--- src/rtl/fft_stream_pkg.sv ---
// Shared definitions for the FFT output streamer.
//   N_LOG2_DEF  : default transform size exponent (1024 points)
//   DATA_W      : width of one real or imaginary sample
//   BREV_MAX_W  : widest index the bit-reverse helper supports
//   state_e     : control FSM states
//   bit_reverse : reverses the low w bits of an index
package fft_stream_pkg;

  localparam int N_LOG2_DEF = 10;
  localparam int DATA_W     = 32;
  localparam int BREV_MAX_W = 16;

  typedef enum logic [1:0] {
    S_IDLE  = 2'd0,
    S_RUN   = 2'd1,
    S_DRAIN = 2'd2,
    S_DONE  = 2'd3
  } state_e;

  // Mirror all BREV_MAX_W bits, then shift so the reversed low w bits land
  // back at the bottom of the word.
  function automatic logic [BREV_MAX_W-1:0] bit_reverse(
    input logic [BREV_MAX_W-1:0] v,
    input int                    w
  );
    logic [BREV_MAX_W-1:0] r;
    r = '0;
    for (int i = 0; i < BREV_MAX_W; i++) begin
      r[i] = v[BREV_MAX_W-1-i];
    end
    return r >> (BREV_MAX_W - w);
  endfunction

endpackage

--- src/rtl/fft_skid_fifo.sv ---
// Two-entry FIFO holding returned samples until the stream sink accepts them.
//   i_clk, i_rst : clock, synchronous active-high reset (pointers/count only)
//   i_push       : write i_data (ignored when full unless popping)
//   i_pop        : drop head entry (ignored when empty)
//   o_data       : head entry, stable until popped
//   o_full       : both entries occupied
//   o_empty      : no entry occupied
module fft_skid_fifo #(
  parameter int PAYLOAD_W = 65
) (
  input  logic                 i_clk,
  input  logic                 i_rst,
  input  logic                 i_push,
  input  logic [PAYLOAD_W-1:0] i_data,
  input  logic                 i_pop,
  output logic [PAYLOAD_W-1:0] o_data,
  output logic                 o_full,
  output logic                 o_empty
);

  logic [PAYLOAD_W-1:0] r_mem [2];
  logic                 r_rd_ptr;
  logic                 r_wr_ptr;
  logic [1:0]           r_count;
  logic                 w_push;
  logic                 w_pop;

  assign o_full  = (r_count == 2'd2);
  assign o_empty = (r_count == 2'd0);
  assign w_pop   = i_pop && !o_empty;
  assign w_push  = i_push && (!o_full || w_pop);
  assign o_data  = r_mem[r_rd_ptr];

  always_ff @(posedge i_clk) begin
    if (i_rst) begin
      r_rd_ptr <= 1'b0;
      r_wr_ptr <= 1'b0;
      r_count  <= 2'd0;
    end else begin
      if (w_push) r_wr_ptr <= ~r_wr_ptr;
      if (w_pop)  r_rd_ptr <= ~r_rd_ptr;
      r_count <= r_count + {1'b0, w_push} - {1'b0, w_pop};
    end
  end

  always_ff @(posedge i_clk) begin
    if (w_push) r_mem[r_wr_ptr] <= i_data;
  end

endmodule

--- src/rtl/fft_output_stream.sv ---
// Reads an N-point complex buffer (separate real/imag RAMs, 1-cycle read
// latency) and streams it out as 64-bit beats {imag, real} with TLAST on the
// final index. Block-level handshake follows ap_ctrl_chain.
//   ap_clk, ap_rst            : clock, synchronous active-high reset
//   ap_start, ap_continue     : start a run / acknowledge completion
//   ap_done, ap_idle, ap_ready: block status
//   IN_R_*, IN_I_*            : read ports of the real and imaginary buffers
//   OUT_T*                    : AXI-Stream master carrying the samples
import fft_stream_pkg::*;

module fft_output_stream #(
  parameter int N_LOG2        = N_LOG2_DEF,
  parameter bit REVERSE_ORDER = 1'b0
) (
  input  logic                   ap_clk,
  input  logic                   ap_rst,
  input  logic                   ap_start,
  input  logic                   ap_continue,
  output logic                   ap_done,
  output logic                   ap_idle,
  output logic                   ap_ready,
  output logic [N_LOG2-1:0]      IN_R_address0,
  output logic                   IN_R_ce0,
  input  logic [DATA_W-1:0]      IN_R_q0,
  output logic [N_LOG2-1:0]      IN_I_address0,
  output logic                   IN_I_ce0,
  input  logic [DATA_W-1:0]      IN_I_q0,
  output logic [2*DATA_W-1:0]    OUT_TDATA,
  output logic                   OUT_TVALID,
  input  logic                   OUT_TREADY,
  output logic                   OUT_TLAST
);

  localparam int PAYLOAD_W = 2*DATA_W + 1;

  state_e                r_state;
  logic [N_LOG2:0]       r_cnt;
  logic                  r_done_reg;
  logic                  r_vld_p1;
  logic                  r_last_p1;

  logic [N_LOG2-1:0]     w_idx;
  logic [N_LOG2-1:0]     w_rev;
  logic [N_LOG2-1:0]     w_addr;
  logic                  w_idx_last;
  logic                  w_fifo_full;
  logic                  w_fifo_empty;
  logic [PAYLOAD_W-1:0]  w_fifo_head;
  logic                  w_beat_hs;
  logic [1:0]            w_occ;
  logic [1:0]            w_pending;
  logic                  w_issue;

  assign w_idx      = r_cnt[N_LOG2-1:0];
  assign w_idx_last = &w_idx;
  assign w_rev      = N_LOG2'(bit_reverse(BREV_MAX_W'(w_idx), N_LOG2));
  assign w_addr     = REVERSE_ORDER ? w_rev : w_idx;

  assign w_beat_hs  = !w_fifo_empty && OUT_TREADY;
  assign w_occ      = w_fifo_full ? 2'd2 : (w_fifo_empty ? 2'd0 : 2'd1);

  // Credit counts the beat leaving this cycle so a free-flowing sink sees one
  // beat per clock while the FIFO can never be overrun.
  assign w_pending  = w_occ - {1'b0, w_beat_hs} + {1'b0, r_vld_p1};
  assign w_issue    = (r_state == S_RUN) && !r_cnt[N_LOG2] && (w_pending < 2'd2);

  assign IN_R_address0 = w_addr;
  assign IN_I_address0 = w_addr;
  assign IN_R_ce0      = w_issue;
  assign IN_I_ce0      = w_issue;

  assign OUT_TVALID = !w_fifo_empty;
  assign OUT_TDATA  = w_fifo_head[2*DATA_W-1:0];
  assign OUT_TLAST  = !w_fifo_empty && w_fifo_head[PAYLOAD_W-1];

  assign ap_done  = (r_state == S_DONE) || r_done_reg;
  assign ap_ready = (r_state == S_DONE);
  assign ap_idle  = (r_state == S_IDLE) && !ap_start;

  // p0 -> p1: read issued, RAM data returns next cycle
  always_ff @(posedge ap_clk) begin
    if (ap_rst) begin
      r_state    <= S_IDLE;
      r_cnt      <= '0;
      r_done_reg <= 1'b0;
      r_vld_p1   <= 1'b0;
      r_last_p1  <= 1'b0;
    end else begin
      r_vld_p1   <= w_issue;
      r_last_p1  <= w_issue && w_idx_last;
      r_done_reg <= (r_done_reg || (r_state == S_DONE)) && !ap_continue;
      case (r_state)
        S_IDLE: begin
          if (ap_start && !r_done_reg) begin
            r_state <= S_RUN;
            r_cnt   <= '0;
          end
        end
        S_RUN: begin
          if (w_issue) begin
            r_cnt <= r_cnt + 1'b1;
            if (w_idx_last) r_state <= S_DRAIN;
          end
        end
        S_DRAIN: begin
          if (w_beat_hs && w_fifo_head[PAYLOAD_W-1]) r_state <= S_DONE;
        end
        default: r_state <= S_IDLE;
      endcase
    end
  end

  // p1 -> p2: returned sample queued for the stream
  fft_skid_fifo #(
    .PAYLOAD_W (PAYLOAD_W)
  ) u_fifo (
    .i_clk   (ap_clk),
    .i_rst   (ap_rst),
    .i_push  (r_vld_p1),
    .i_data  ({r_last_p1, IN_I_q0, IN_R_q0}),
    .i_pop   (OUT_TREADY),
    .o_data  (w_fifo_head),
    .o_full  (w_fifo_full),
    .o_empty (w_fifo_empty)
  );

endmodule

--- config.mk ---
export PLATFORM = sky130hd
export DESIGN_NAME = fft_output_stream
export DESIGN_NICKNAME = d
export VERILOG_FILES = /design/src/rtl/fft_stream_pkg.sv /design/src/rtl/fft_skid_fifo.sv /design/src/rtl/fft_output_stream.sv
export SDC_FILE = /design/constraint.sdc
export NUM_CORES = 1
export LEC_CHECK = 0
export CAP_MARGIN = 20
export CORE_MARGIN = 2
export CORE_UTILIZATION = 26
export CTS_BUF_LIST = sky130_fd_sc_hd__clkbuf_4
export DETAILED_ROUTE_END_ITERATION = 8
export PLACE_DENSITY = 0.48
export SLEW_MARGIN = 5
export SYNTH_ARGS = -nofsm -noshare
export SYNTH_HDL_FRONTEND = slang
export SYNTH_SLANG_ARGS = --single-unit
--- constraint.sdc ---
create_clock -name ap_clk -period 6.35 [get_ports ap_clk]
set_input_delay 1.27 -clock ap_clk [delete_from_list [all_inputs] [get_ports ap_clk]]
set_output_delay 1.27 -clock ap_clk [all_outputs]
set_load 0.01 [all_outputs]
==> reports/metrics.yaml <==
power_and_ir_drop:
  seq_power_share_pct: 50.8
  p_comb_share_pct: 21.8
  clockPowerShare_pct: 27.4
  vdd_ir_drop_max_v: 0.000156
  power_density_nw_per_um2: 294
  leakagePower_nw: 2.64
  internal-power_mw: 1.72
  p_sw_uw: 641
  switching_share_pct: 27.1
  finalPower_mw: 2.36
synth:
  synth.area.top_cells: "edfxtp_1 (66%), mux2_2 (12%), dfxtp_1 (7.1%), buf_4 (2.7%), ha_1 (1.5%)"
  synth_nets: 430
  ys.warnings.count: 0
  synth-seq-cells: 151
  synth_cell_types: 37
  async_flop_share_pct: 0
  synth_flop_cell: "edfxtp_1"
  synth_area_sq_um: 5930
  syn_avg_cell_area_sq_um: 16.7
  synth_top_area_share_pct: 65.9
  synth_top_area_cell: "edfxtp_1"
  synth_edf_count: 130
  ys_seq_area_share_pct: 73.0
  postSynthCellCount: 354
routing:
  drt.antenna.violating_nets: 0
  wirelength_microns: 13000
  drtIter0Drc: 145
  drc: 0
  wl_per_cell_microns: 16.2
  via_per_inst: 4.26
  vias: 3414
  first_pass_iters: 4
sta:
  worst_pin_slew_ns: 0.996
  fmax_mhz: 240
  period_share_pct: 65.5
  finalSetupViolations: 0
  drv_slew: 0
  clock_skew_ns: 0.0148
  slew-limit-headroom_pct: 33.6
  finalSetupTns_ns: 0
  hold_viol_final: 0
  rsz0062_at_grt: "no"
  finalWorstPathRequiredPeriod_ns: 4.16
  setup_slack_ns: 2.19
cells_and_area:
  area_delta_synth_final_pct: 35.5
  design_area_sq_um: 8030
  largest_reg_flops: 130
  final_common_cell: "clkdlybuf4s50_1"
  stdcell_count: 802
  layout-drive-gt1-share_pct: 21.1
  nNetsFinal: 579
  fill_cells: 2160
  top_register: "u_fifo.r_mem"
  top_regs: "u_fifo.r_mem (130), r_cnt (11)"
  multiInputGateArea_sq_um: 1360
  final_cell_mix: "clkdlybuf4s50_1 (159), edfxtp_1 (130), mux2_2 (64)"
  regArea_sq_um: 4330
worst_hold_path:
  min_path_type: "reg -> reg"
  hp-start: "r_last_p1"
setup_path:
  path_delay_family: "buffers and inverters"
  cp-end-kind: "output port"
  r2r_start: "u_fifo.r_count[0]"
  critPathLaunch: "OUT_TREADY"
  cp_num_buf_inv: 3
  critPathKind: "in -> out"
  cp_max_fo: 13
  critical_path.max_stage_delay_ns: 0.51
  worst-endpoint-required_ns: 5.08
  crit_arrival_ns: 2.89
  cpMaxStageDelayCell: "clkdlybuf4s50_1"
  crit_chain: "clkdlybuf4s50_1 > o221ai_2 > inv_1 > clkdlybuf4s50_1"
  path_common_cell: "clkdlybuf4s50_1"
  startpoint_type: "input pin"
clocking:
  clkTransAtPathRegs_ns: 0.14
  cts_hold_buf: 0
  cts_root_buffer: "clkbuf_4"
  cts_resized: 0
  cts_made_buffers: 17
  clock_latency_ns: 0.53
  cts.sinks: 151
  htreeDepth: 4
  post-cts-setup-buffers: 0
  cts_max_path_buffers: 2
  cts_tree: "yes"
global_routing:
  first_global_vias: 3644
  grt_max_degree: 66
  grt_util_all_layers_pct: 10.9
  grt_antenna_before_repair: 1
  grt_overflow: 0
  grt_pass1_wl_microns: 19800
flow_run:
  drv_cap: 0
placement:
  gp_congestion: 0.789
  place_inst: 769
  dp_hpwl_microns: 8680
  numPortBuffers: 159
  postPlaceCellArea_sq_um: 7710
  pre_cts_ws_ns: 2.20
outcome:
  outcome: "finished clean"
floorplan:
  ioPinCount: 160
  die_w_microns: 155
  core_sq_um: 22500
  initial_core_util_pct: 26.3
  rows: 55
  die_area_sq_um: 24000
  die_y_microns: 155
power by group through the flow:
stage / logic (mW) / clock network (mW) / registers [mW]
global placement: 0.515 / 0 / 1.22
detailed placement: 0.521 / 0 / 1.23
finish: 0.514 / 0.648 / 1.20
CTS: 0.526 / 0.679 / 1.20
global route: 0.556 / 0.713 / 1.21
floorplan: 0.261 / 0 / 1.22
cell type report:
cell class / instances / area share, %
Timing Repair Buffer: 162 / 20.1
Multi-Input combinational cell: 157 / 16.9
Tap cell: 285 / 4.44
Clock inverter: 15 / 2.38
Sequential cell: 151 / 53.9
Antenna cell: 1 / 0.0312
Inverter: 14 / 0.655
Clock buffer: 17 / 1.59
metal layers:
layer  up-vias  GRT usage [%]  wire [microns]
met5         -              0               0
li1       1602              -               -
met4         0           4.37             187
met1      1685           13.3            5760
met3        12           3.68             870
met2       115           17.8            6150
worst paths after layout:
kind / endpoint / slack (ns) / cells past startpoint
worst max-delay path: IN_R_ce0 / 2.19 / 4
worst min-delay path: u_fifo.r_mem[0][64] / 0.46 / 0
worst max register to register: u_fifo.r_mem[1][47] / 3.76 / 4
worst min register to register: u_fifo.r_mem[0][64] / 0.46 / 0
cell families after synthesis:
| family | synth area share [%] |
|---|---|
| adders and majority gates | 1.48 |
| and+or+nand+nor | 4.27 |
| AOI/OAI and AO/OA | 2.89 |
| buffers and inverters | 4.24 |
| xor gates and xnor gates | 1.48 |
| muxes | 12.7 |
| DFF | 73.0 |
cells in the mapped netlist (5+ instances only):
library cell  number
edfxtp_1         130
mux2_2            64
a21oi_1            5
buf_4             21
nor2b_1            5
inv_1             14
nor2_1            22
dfxtp_1           21
xnor2_1            8
ha_1               7
a211oi_1           5
clkbuf_1          11
stage by stage:
step	utilization (%)	hold slack (ns)
6_report	35.7	0.456
5_1_grt	35.7	0.473
4_1_cts	35.7	0.460
3_5_place_dp	34.3	0.424
3_3_place_gp	34.3	0.406
2_1_floorplan	-	0.404
Note: power is estimated with default switching activity, not from simulation.
